$ cat config.mk
export PLATFORM = sky130hd
export DESIGN_NAME = mem_port_arbiter
export DESIGN_NICKNAME = d
export VERILOG_FILES = /design/src/rtl/mem_port_arbiter.sv
export SDC_FILE = /design/constraint.sdc
export NUM_CORES = 1
export LEC_CHECK = 0
export CAP_MARGIN = 20
export CORE_ASPECT_RATIO = 0.9
export CORE_MARGIN = 1
export CORE_UTILIZATION = 47
export DETAILED_ROUTE_END_ITERATION = 8
export DONT_BUFFER_PORTS = 1
export PLACE_DENSITY = 0.68
export SETUP_SLACK_MARGIN = 0.4
export SLEW_MARGIN = 25
export SYNTH_ARGS = -nofsm -noshare
export SYNTH_HDL_FRONTEND = slang
export SYNTH_SLANG_ARGS = --single-unit
$ cat constraint.sdc
create_clock -name clk -period 4.5 [get_ports clk]
set_input_delay 0.9 -clock clk [delete_from_list [all_inputs] [get_ports clk]]
set_output_delay 0.9 -clock clk [all_outputs]
set_load 0.02 [all_outputs]
$ cat src/rtl/mem_port_arbiter.sv
// Purpose: shares one fixed-latency memory between the CPU control FSM and a DMA/loader port.
// Latency: ready pulses MEM_LAT+2 cycles after the grant edge; back-to-back accesses take MEM_LAT+3 cycles.
// Backpressure: requests are held by the requester until its ready pulse; nothing is granted while busy.
module mem_port_arbiter #(
  parameter int ADDR_W     = 32,
  parameter int DATA_W     = 32,
  parameter int MEM_LAT    = 2,
  parameter int STARVE_LIM = 3
) (
  input  logic              clk,
  input  logic              reset,
  input  logic              cpu_req,
  input  logic              cpu_we,
  input  logic [ADDR_W-1:0] cpu_addr,
  input  logic [DATA_W-1:0] cpu_wdata,
  output logic [DATA_W-1:0] cpu_rdata,
  output logic              cpu_ready,
  input  logic              dma_req,
  input  logic              dma_we,
  input  logic [ADDR_W-1:0] dma_addr,
  input  logic [DATA_W-1:0] dma_wdata,
  output logic [DATA_W-1:0] dma_rdata,
  output logic              dma_ready,
  output logic              mem_en,
  output logic              mem_we,
  output logic [ADDR_W-1:0] mem_addr,
  output logic [DATA_W-1:0] mem_wdata,
  input  logic [DATA_W-1:0] mem_rdata,
  output logic              busy,
  output logic              owner
);

  localparam logic [1:0] IDLE  = 2'd0;
  localparam logic [1:0] ISSUE = 2'd1;
  localparam logic [1:0] WAIT  = 2'd2;
  localparam logic [1:0] RESP  = 2'd3;

  localparam logic [3:0] LAT_LOAD   = 4'(MEM_LAT - 1);
  localparam logic [3:0] STARVE_MAX = 4'(STARVE_LIM);

  logic [1:0] state;
  logic [3:0] lat_cnt;
  logic [3:0] starve_cnt;
  logic       we_q;
  logic       grant_dma;

  // DMA wins when it is alone, or when the CPU has starved it STARVE_LIM times in a row.
  always_comb begin
    grant_dma = dma_req && (!cpu_req || (starve_cnt == STARVE_MAX));
  end

  // Outputs are decoded from registered state only; no request-to-output path.
  assign busy      = (state != IDLE);
  assign mem_en    = (state == ISSUE);
  assign mem_we    = (state == ISSUE) && we_q;
  assign cpu_ready = (state == RESP) && !owner;
  assign dma_ready = (state == RESP) && owner;

  // Access sequencer: grant and latch in IDLE, strobe in ISSUE, count latency in WAIT, pulse in RESP.
  always_ff @(posedge clk or negedge reset) begin
    if (!reset) begin
      state      <= IDLE;
      lat_cnt    <= '0;
      starve_cnt <= '0;
      owner      <= 1'b0;
      we_q       <= 1'b0;
      mem_addr   <= '0;
      mem_wdata  <= '0;
    end else begin
      case (state)
        IDLE: begin
          if (cpu_req || dma_req) begin
            owner     <= grant_dma;
            we_q      <= grant_dma ? dma_we    : cpu_we;
            mem_addr  <= grant_dma ? dma_addr  : cpu_addr;
            mem_wdata <= grant_dma ? dma_wdata : cpu_wdata;
            // Only a CPU grant over a waiting DMA counts toward starvation.
            if (!grant_dma && dma_req) begin
              starve_cnt <= (starve_cnt == STARVE_MAX) ? STARVE_MAX : starve_cnt + 4'd1;
            end else begin
              starve_cnt <= '0;
            end
            state <= ISSUE;
          end
        end
        ISSUE: begin
          lat_cnt <= LAT_LOAD;
          state   <= WAIT;
        end
        WAIT: begin
          if (lat_cnt == 4'd0) begin
            state <= RESP;
          end else begin
            lat_cnt <= lat_cnt - 4'd1;
          end
        end
        RESP: begin
          state <= IDLE;
        end
        default: begin
          state <= IDLE;
        end
      endcase
    end
  end

  // Read data is captured into the owner's register on the last WAIT cycle; writes leave both untouched.
  always_ff @(posedge clk or negedge reset) begin
    if (!reset) begin
      cpu_rdata <= '0;
      dma_rdata <= '0;
    end else if ((state == WAIT) && (lat_cnt == 4'd0) && !we_q) begin
      if (owner) begin
        dma_rdata <= mem_rdata;
      end else begin
        cpu_rdata <= mem_rdata;
      end
    end
  end

endmodule

-- After elaboration in Yosys (flattened, before gate mapping)
Cells that the tools add are included.
- $add $sub $neg: 2
- multipliers: 0
- divide/modulo/power cells: 0
- order comparisons: 0
- equal/unequal tests: 7
- shift-type cells: 0
- muxes and demuxes: 10
- bitwise gates (word level): 1
- reductions and logical operators: 22
- operators with widths (cell ; number):
    2-to-1 mux 32 bit ; 2
    2-to-1 mux 4 bit ; 3
    AND reduction 2 bit ; 5
    case mux 2 bit (4 select lines) ; 1
    case mux 4 bit (2 select lines) ; 1
    logical AND 1 bit ; 7
    != test 2 bit, second input constant ; 3
    adder 4 x 1 -> 4 bit, second input constant ; 1
    == test 2 bit, second input constant ; 2
    == test 4 x 2 -> 1 bit, second input constant ; 1
    logical NOT 1 bit ; 4
    logical NOT 4 bit ; 1
    2-to-1 mux 2 bit ; 2
    nonzero test 2 bit ; 2
    subtractor 4 x 1 -> 4 bit, second input constant ; 1
    == test 2 x 1 -> 1 bit, second input constant ; 1
    logical NOT 2 bit ; 1
    logical OR 1 bit ; 2
    2-to-1 mux 1 bit ; 1
    inverter 1 bit ; 1
- register bits after elaboration: 140
- latch bits: 0
- RAM bits: 0
- ROM bits: 0
- bits of input ports: 166
- output and inout port bits: 134
- logic and storage cells: 51
- memories kept: 0

-- Logic depth before layout (Yosys ltp)
Gate-level depths: netlist of the first run.
- depth in word-level cells: 6
- gate-level depth with buffers: 8
- gate-level depth less buffers: 5

-- Worst setup path before layout of the first run
No wires, ideal clock.
- kind: input -> register
- from: in cpu_req
- to: reg mem_addr[0]
- library setup time: 0.138 ns
- data arrival time: 2.090 ns
- setup slack: 2.272 ns
- cell stages on the path: 6
- buffers on the path: 3
- path through: clkbuf_1 -> inv_1 -> o21ai_0 -> clkbuf_1 -> clkbuf_1 -> o211ai_1
- longest elaborated chain between the ends: 4
- ends and longest elaborated chain (item ; line ; RTL):
    start, declared ; 12 ; input logic cpu_req,
    logical NOT 1 bit ; 49 ; grant_dma = dma_req && (!cpu_req || (starve_cnt == STARVE_MAX));
    logical OR 1 bit ; 49 ;
    logical AND 1 bit ; 49 ;
    2-to-1 mux 32 bit ; 75 ; mem_addr <= grant_dma ? dma_addr : cpu_addr;
    end signal, assigned ; 75 ;
    end, declared ; 26 ; output logic [ADDR_W-1:0] mem_addr,
Parallel ways exist; a longest one is shown, timed or not.
A chain may end at the register's enable or synchronous reset.

-- Final worst setup path of the first run
- from: reg state[0]
- to: out busy
- longest elaborated chain between the ends: 1
- ends and longest elaborated chain (item ; line ; RTL):
    start, declared ; 41 ; logic [1:0] state;
    start signal, assigned ; 62 ; state <= IDLE;
    start signal, assigned ; 83 ; state <= ISSUE;
    start signal, assigned ; 88 ; state <= WAIT;
    nonzero test 2 bit ; 53 ; assign busy = (state != IDLE);
    end, declared ; 29 ; output logic busy,
No other way between the ends.

==> results of run 1 <==
[through the flow]
step	utilization, %	instances	cell area [um2]	hold WS [ns]	setup slack, ns
detailed placement	49.7	690	6430	0.503	1.69
global route	54.0	721	6980	0.154	1.09
CTS	54.0	721	6980	0.161	1.24
finish	54.0	721	6980	0.182	1.25
floorplan	-	573	6350	0.469	2.27
global placement	49.6	690	6420	0.490	1.73
[routing by layer]
layer	vias to the layer above	global-route usage (%)	part of all wire (%)
met5	-	0	0
met4	0	8.84	2.5
li1	2003	-	-
met1	2174	25.5	39
met2	240	37.8	50
met3	26	8.63	8.5
[flip-flops by register name, indices dropped and copies added, names as in the netlist]
| name | flops |
|---|---|
| we_q | 1 |
| dma_rdata | 32 |
| owner | 1 |
| mem_wdata | 32 |
| starve_cnt | 4 |
| mem_addr | 32 |
| state | 2 |
| lat_cnt | 4 |
| cpu_rdata | 32 |
[cell type report]
class                   count  share of cell area, %
flip-flops and latches    140                   50.2
repair buffers              4                  0.430
well taps                 164                   2.94
clock buffers              19                   6.34
clock inverters            12                   1.61
inverters                   8                  0.430
multi-input cells         374                   38.1
[worst max-delay path, cell delays in order, from the launching register on]
cell and delay, ns:
dfrtp_1 0.42, inv_1 0.10, ha_2 0.67, buf_4 0.47
inv_1 0.26
[logic make-up (layout without fill, tap and decap cells)]
logic type,after synthesis,after routing
adder cells (fa/ha/maj),6,6
AO/OA/AOI/OAI,81,81
flip-flops,140,140
multiplexers,69,69
buffers and inverters,59,43
AND/OR/NAND/NOR,218,218
[power breakdown]
part / switching (mW) / leakage, nW / internal [mW] / total (mW)
Combinational: 0.736 / 0.995 / 0.687 / 1.42
Clock: 0.527 / 0.270 / 0.777 / 1.30
Sequential: 1.18 / 1.72 / 1.86 / 3.03
[synthesized netlist by cell type, types with 3 or more instances]
master    number
buf_2          4
dfrtp_1      140
buf_6          3
clkbuf_1      44
mux2i_1        4
nor2_1         4
inv_1          8
o21ai_0        4
nand4_1       65
o211ai_1      65
ha_1           6
nand2_1      136
mux2_4        30
mux2_2        33
[final timing paths]
path                                   startpoint                        end  slack (ns)  cells past startpoint
setup / recovery             state[0]$_DFFE_PN0P_                       busy        1.25                      4
min in group clk           lat_cnt[0]$_DFFE_PN0P_     lat_cnt[0]$_DFFE_PN0P_        0.51                      1
hold reg to reg            lat_cnt[0]$_DFFE_PN0P_     lat_cnt[0]$_DFFE_PN0P_        0.51                      1
max in group asynchronous                   reset           we_q$_DFFE_PN0P_        4.09                      0
hold / removal                              reset   mem_addr[25]$_DFFE_PN0P_        0.18                      0
setup reg to reg             state[0]$_DFFE_PN0P_  starve_cnt[3]$_DFFE_PN0P_        1.68                      7
==> run_results.csv, run 1 <==
group,metric,value,unit
outcome,outcome,"complete, no violations",
yosys,synth_top_cell_by_area,"dfrtp_1",
timing,setup_viol,0,
floorplanning,start_util,49.1,%
yosys,async_reset_ff_share,100,%
worst_setup_path,crit_type,"register to output port",
yosys,synth_top_area_share,55.2,%
cts,tritoncts,"yes",
floorplanning,ios,300,
timing,fin_crit,3.25,ns
floorplanning,design.core.area,12900,um2
yosys,synthSimpleGateAreaFrac,16.3,%
cells_and_area,layout.nets,717,
global_route,grt_util_all_layers,22.3,%
place,portBuffers,0,
cells_and_area,regArea,3500,um2
route,ant_nets,0,
cts,cts_setup_buffers,0,
cells_and_area,final_common_cell,"dfrtp_1",
yosys,ys_top_cells_by_area,"dfrtp_1, nand2_1, o211ai_1, mux2_4, nand4_1",
route,drc_errors,0,
global_route,overflow,0,
yosys,synth_mux_area_share,13.9,%
floorplanning,rows,39,
cells_and_area,areaGrowthSynthToFinish,9.97,%
yosys,synth-seq-area-share,55.2,%
global_route,grt_pass1_vias,4593,
cts,cts.repair.resized,0,
yosys,synth_edf_count,0,
route,drt_iter0_drc,249,
worst_setup_path,cp.arrival,2.35,ns
timing,finalSetupTns,0,ns
yosys,synth_nets,745,
route,vias_per_cell,6.16,
route,vias,4443,
yosys,synth-xor-area-share,0,%
flow_run,drv_cap,0,
cts,clk_pin_slew,0.06,ns
yosys,synth_top_family_by_area,"simple AND/OR/NAND/NOR gates",
worst_setup_path,start_kind,"register",
global_route,grt_max_degree,141,
worst_setup_path,endpoint_kind,"output port",
worst_setup_path,required,3.60,ns
min_path,hold_path.class,"input port to async pin",
pwr,finalPower,5.76,mW
route,wl_per_cell,21.4,um
timing,tightest_slew,0.974,ns
timing,hold_viol_final,0,
pwr,power.density,825,nW/um2
yosys,synth_cell_types,36,
timing,skew,0.00921,ns
floorplanning,die_area,14000,um2
cts,cts_made_buffers,17,
yosys,syn_inst,573,
worst_setup_path,crit_fanout,37,
place,globalplace.congestion,0.770,
cells_and_area,drive_gt1_share,18.9,%
yosys,yosys_register_bits,140,
cts,clockBufferDepth,2,
global_route,antenna_found_initial,0,
cts,clk_latency,0.41,ns
yosys,yosysWarnings,0,
cells_and_area,n_antenna_cell,0,
timing,slew_headroom,35.1,%
cells_and_area,final_cell_mix,"dfrtp_1, nand2_1, nand4_1, o211ai_1, mux2_2",
timing,rsz0062_at_grt,"no",
cells_and_area,multiInputGateArea,2660,um2
yosys,netlist_area,6350,um2
cts,ctsHtreeMaxLevel,4,
pwr,ir_drop,0.312,mV
place,dp_hpwl,10.5,mm
cells_and_area,fillers,1094,
yosys,avgSynthCellArea,11.1,um2
global_route,grt_pass1_wl,24.5,mm
pwr,p_leak,2.99,nW
cts,hold_buffers,0,
yosys,synthAdderAreaFrac,1.18,%
cts,cts_root_buf,"clkbuf_16",
timing,drv_slew,0,
route,first_pass_iters,4,
yosys,synth-compound-area-share,9.46,%
yosys,ys.flop_type,"dfrtp_1",
cts,cts_sinks,140,
timing,fmax,307,MHz
timing,final.period_utilization,72.3,%
floorplanning,die_h,112,um
route,drt_wl_total,15.4,mm
floorplanning,die_w,125,um
Note: power is estimated with default switching activity, not from simulation.
==> run 2: changes to the inputs <==
clock period = 3.1 ns   (was 4.5 ns; I/O delays follow)
==> run 2 against run 1 <==
- the flow now finishes with violations (negative hold slack)
- critical path depth is 2 higher
- non-clock buffer count is 5 higher
- wire length is 1.6% lower
- flip-flop and latch count stayed put
==> run_results.csv, run 2 (synthesis gave the netlist of run 1 again) <==
group,metric,value,unit
timing,hold_slack,-0.0925,ns
floorplanning,rows,39,
timing,hold_viol_final,140,
worst_setup_path,cp_cell_sequence,"inv_1, ha_1, or3b_4, or4b_2, buf_4, mux2_4",
route,wl_per_cell,20.9,um
floorplanning,design.core.area,12900,um2
cells_and_area,final_common_cell,"dfrtp_1",
worst_setup_path,endpoint_kind,"register",
timing,drv_slew,0,
global_route,grt_pass1_vias,4524,
cts,clk_pin_slew,0.06,ns
timing,rsz0062_at_grt,"no",
cts,cts_made_buffers,17,
timing,slew_headroom,37.4,%
cts,cts_root_buf,"clkbuf_16",
worst_setup_path,crit_type,"register to register",
cells_and_area,regArea,3500,um2
place,globalplace.congestion,0.763,
cells_and_area,fillers,1088,
pwr,sw_frac_of_total,41.9,%
global_route,overflow,0,
timing,setup_viol,0,
worst_setup_path,rr_startpoint,"lat_cnt[0]$_DFFE_PN0P_",
global_route,met3_usage,7.96,%
pwr,comb_power_share,25.2,%
floorplanning,die_w,125,um
cells_and_area,layout.nets,722,
pwr,ir_drop,0.543,mV
floorplanning,ios,300,
cts,clk_latency,0.41,ns
cts,clockBufferDepth,2,
route,drc_errors,0,
cts,tritoncts,"yes",
route,ant_nets,0,
global_route,grt_pass1_wl,24.3,mm
cells_and_area,areaGrowthSynthToFinish,11.3,%
route,first_pass_iters,4,
cells_and_area,n_antenna_cell,0,
worst_setup_path,required,3.39,ns
global_route,grt_busiest_layer,"met2",
cells_and_area,final_cell_mix,"dfrtp_1, nand2_1, nand4_1, o211ai_1, mux2_2",
route,vias,4476,
worst_setup_path,slowest_delay,0.61,ns
timing,finalSetupTns,0,ns
place,dp_hpwl,10.6,mm
route,vias_per_cell,6.17,
pwr,pwr-share-seq,51.9,%
cells_and_area,multiInputGateArea,2650,um2
worst_setup_path,r2r_cells,6,
route,drt_wl_total,15.2,mm
floorplanning,die_area,14000,um2
cts,cts_sinks,140,
timing,timing.final.ws_setup,0.542,ns
min_path,hold_path.class,"input port to async pin",
cts,ctsHtreeMaxLevel,4,
worst_setup_path,rrSetupSlack,0.54,ns
global_route,antenna_found_initial,0,
worst_setup_path,crit_fanout,32,
global_route,grt_util_all_layers,22.1,%
global_route,globalRouteMet2Util,36.8,%
worst_setup_path,reg2reg_to,"dma_rdata[10]$_DFFE_PN0P_",
floorplanning,start_util,49.1,%
outcome,outcome,"complete, but fails checks",
outcome,violations,"negative hold slack",
worst_setup_path,slowest_stage,"or4b_2",
place,portBuffers,0,
timing,fmax,391,MHz
pwr,power.density,1200,nW/um2
cts,cts.repair.resized,0,
global_route,grt_max_degree,141,
pwr,p_leak,3.02,nW
worst_setup_path,cp.arrival,2.85,ns
pwr,p_int,4.92,mW
timing,tightest_slew,0.939,ns
route,drt_iter0_drc,283,
cells_and_area,drive_gt1_share,19.4,%
worst_setup_path,start_kind,"register",
place,post-place-ws,0.555,ns
global_route,grtUsageMet1,26.7,%
timing,fin_crit,2.56,ns
timing,final.period_utilization,82.5,%
cts,cts_setup_buffers,0,
timing,skew,0.00851,ns
pwr,p_sw,3.55,mW
floorplanning,die_h,112,um
pwr,pwr-share-clk,22.9,%
flow_run,drv_cap,0,
[run 2: cell count changes in the layout (fill, tap and decap cells not counted), sizes merged]
| cell | previous run | this run |
|---|---|---|
| buf | 4 | 9 |
| bufinv | 1 | 2 |
| clkinv | 5 | 4 |
| clkinvlp | 2 | 3 |
| inv | 12 | 11 |
[run 2: worst max path at each step]
stage	from	to	slack [ns]	cells past startpoint
2_1_floorplan	lat_cnt[0]$_DFFE_PN0P_	dma_rdata[10]$_DFFE_PN0P_	0.91	7
6_report	lat_cnt[0]$_DFFE_PN0P_	dma_rdata[10]$_DFFE_PN0P_	0.54	6
3_3_place_gp	lat_cnt[0]$_DFFE_PN0P_	dma_rdata[17]$_DFFE_PN0P_	0.63	6
4_1_cts	lat_cnt[0]$_DFFE_PN0P_	dma_rdata[27]$_DFFE_PN0P_	0.55	6
5_1_grt	lat_cnt[0]$_DFFE_PN0P_	dma_rdata[3]$_DFFE_PN0P_	0.46	6
3_5_place_dp	lat_cnt[0]$_DFFE_PN0P_	dma_rdata[10]$_DFFE_PN0P_	0.55	6
[run 2: power by group through the flow]
stage          Sequential [mW]  Combinational, mW  Clock, mW
2_1_floorplan             4.16               1.76          0
3_3_place_gp              4.41               2.01          0
3_5_place_dp              4.43               2.14          0
4_1_cts                   4.42               2.14       1.99
5_1_grt                   4.50               2.39       2.07
6_report                  4.40               2.13       1.94
[run 2: critical path: cells and delay by family, from the launching register on]
| kind | cells | cell delay, ns |
|---|---|---|
| DFF | 1 | 0.40 |
| adders and majority gates | 1 | 0.21 |
| buffers and inverters | 2 | 0.41 |
| and+or+nand+nor | 2 | 1.04 |
| muxes | 1 | 0.36 |
[run 2: area by class of cell]
cell class | count | share of cell area, %
Clock buffer | 19 | 6.12
Clock inverter | 12 | 1.98
Inverter | 8 | 0.425
Multi-Input combinational cell | 374 | 37.5
Sequential cell | 140 | 49.6
Tap cell | 164 | 2.90
Timing Repair Buffer | 9 | 1.52
[run 2: metrics by stage]
stage	hold slack (ns)	total power [mW]	utilization [%]	area (um2)	cells
final	-0.0925	8.47	54.7	7070	726
after floorplan	0.324	5.93	-	6350	573
after global routing	-0.122	8.96	54.7	7070	726
after CTS	-0.114	8.54	54.3	7030	724
after detailed placement	0.326	6.57	49.9	6450	693
after global placement	0.327	6.42	49.9	6450	693
[run 2: metal layers]
| layer | up-vias | part of all wire [%] |
|---|---|---|
| met5 | - | 0 |
| met4 | 0 | 1.9 |
| met3 | 25 | 9.0 |
| met2 | 251 | 50 |
| met1 | 2180 | 39 |
| li1 | 2020 | - |
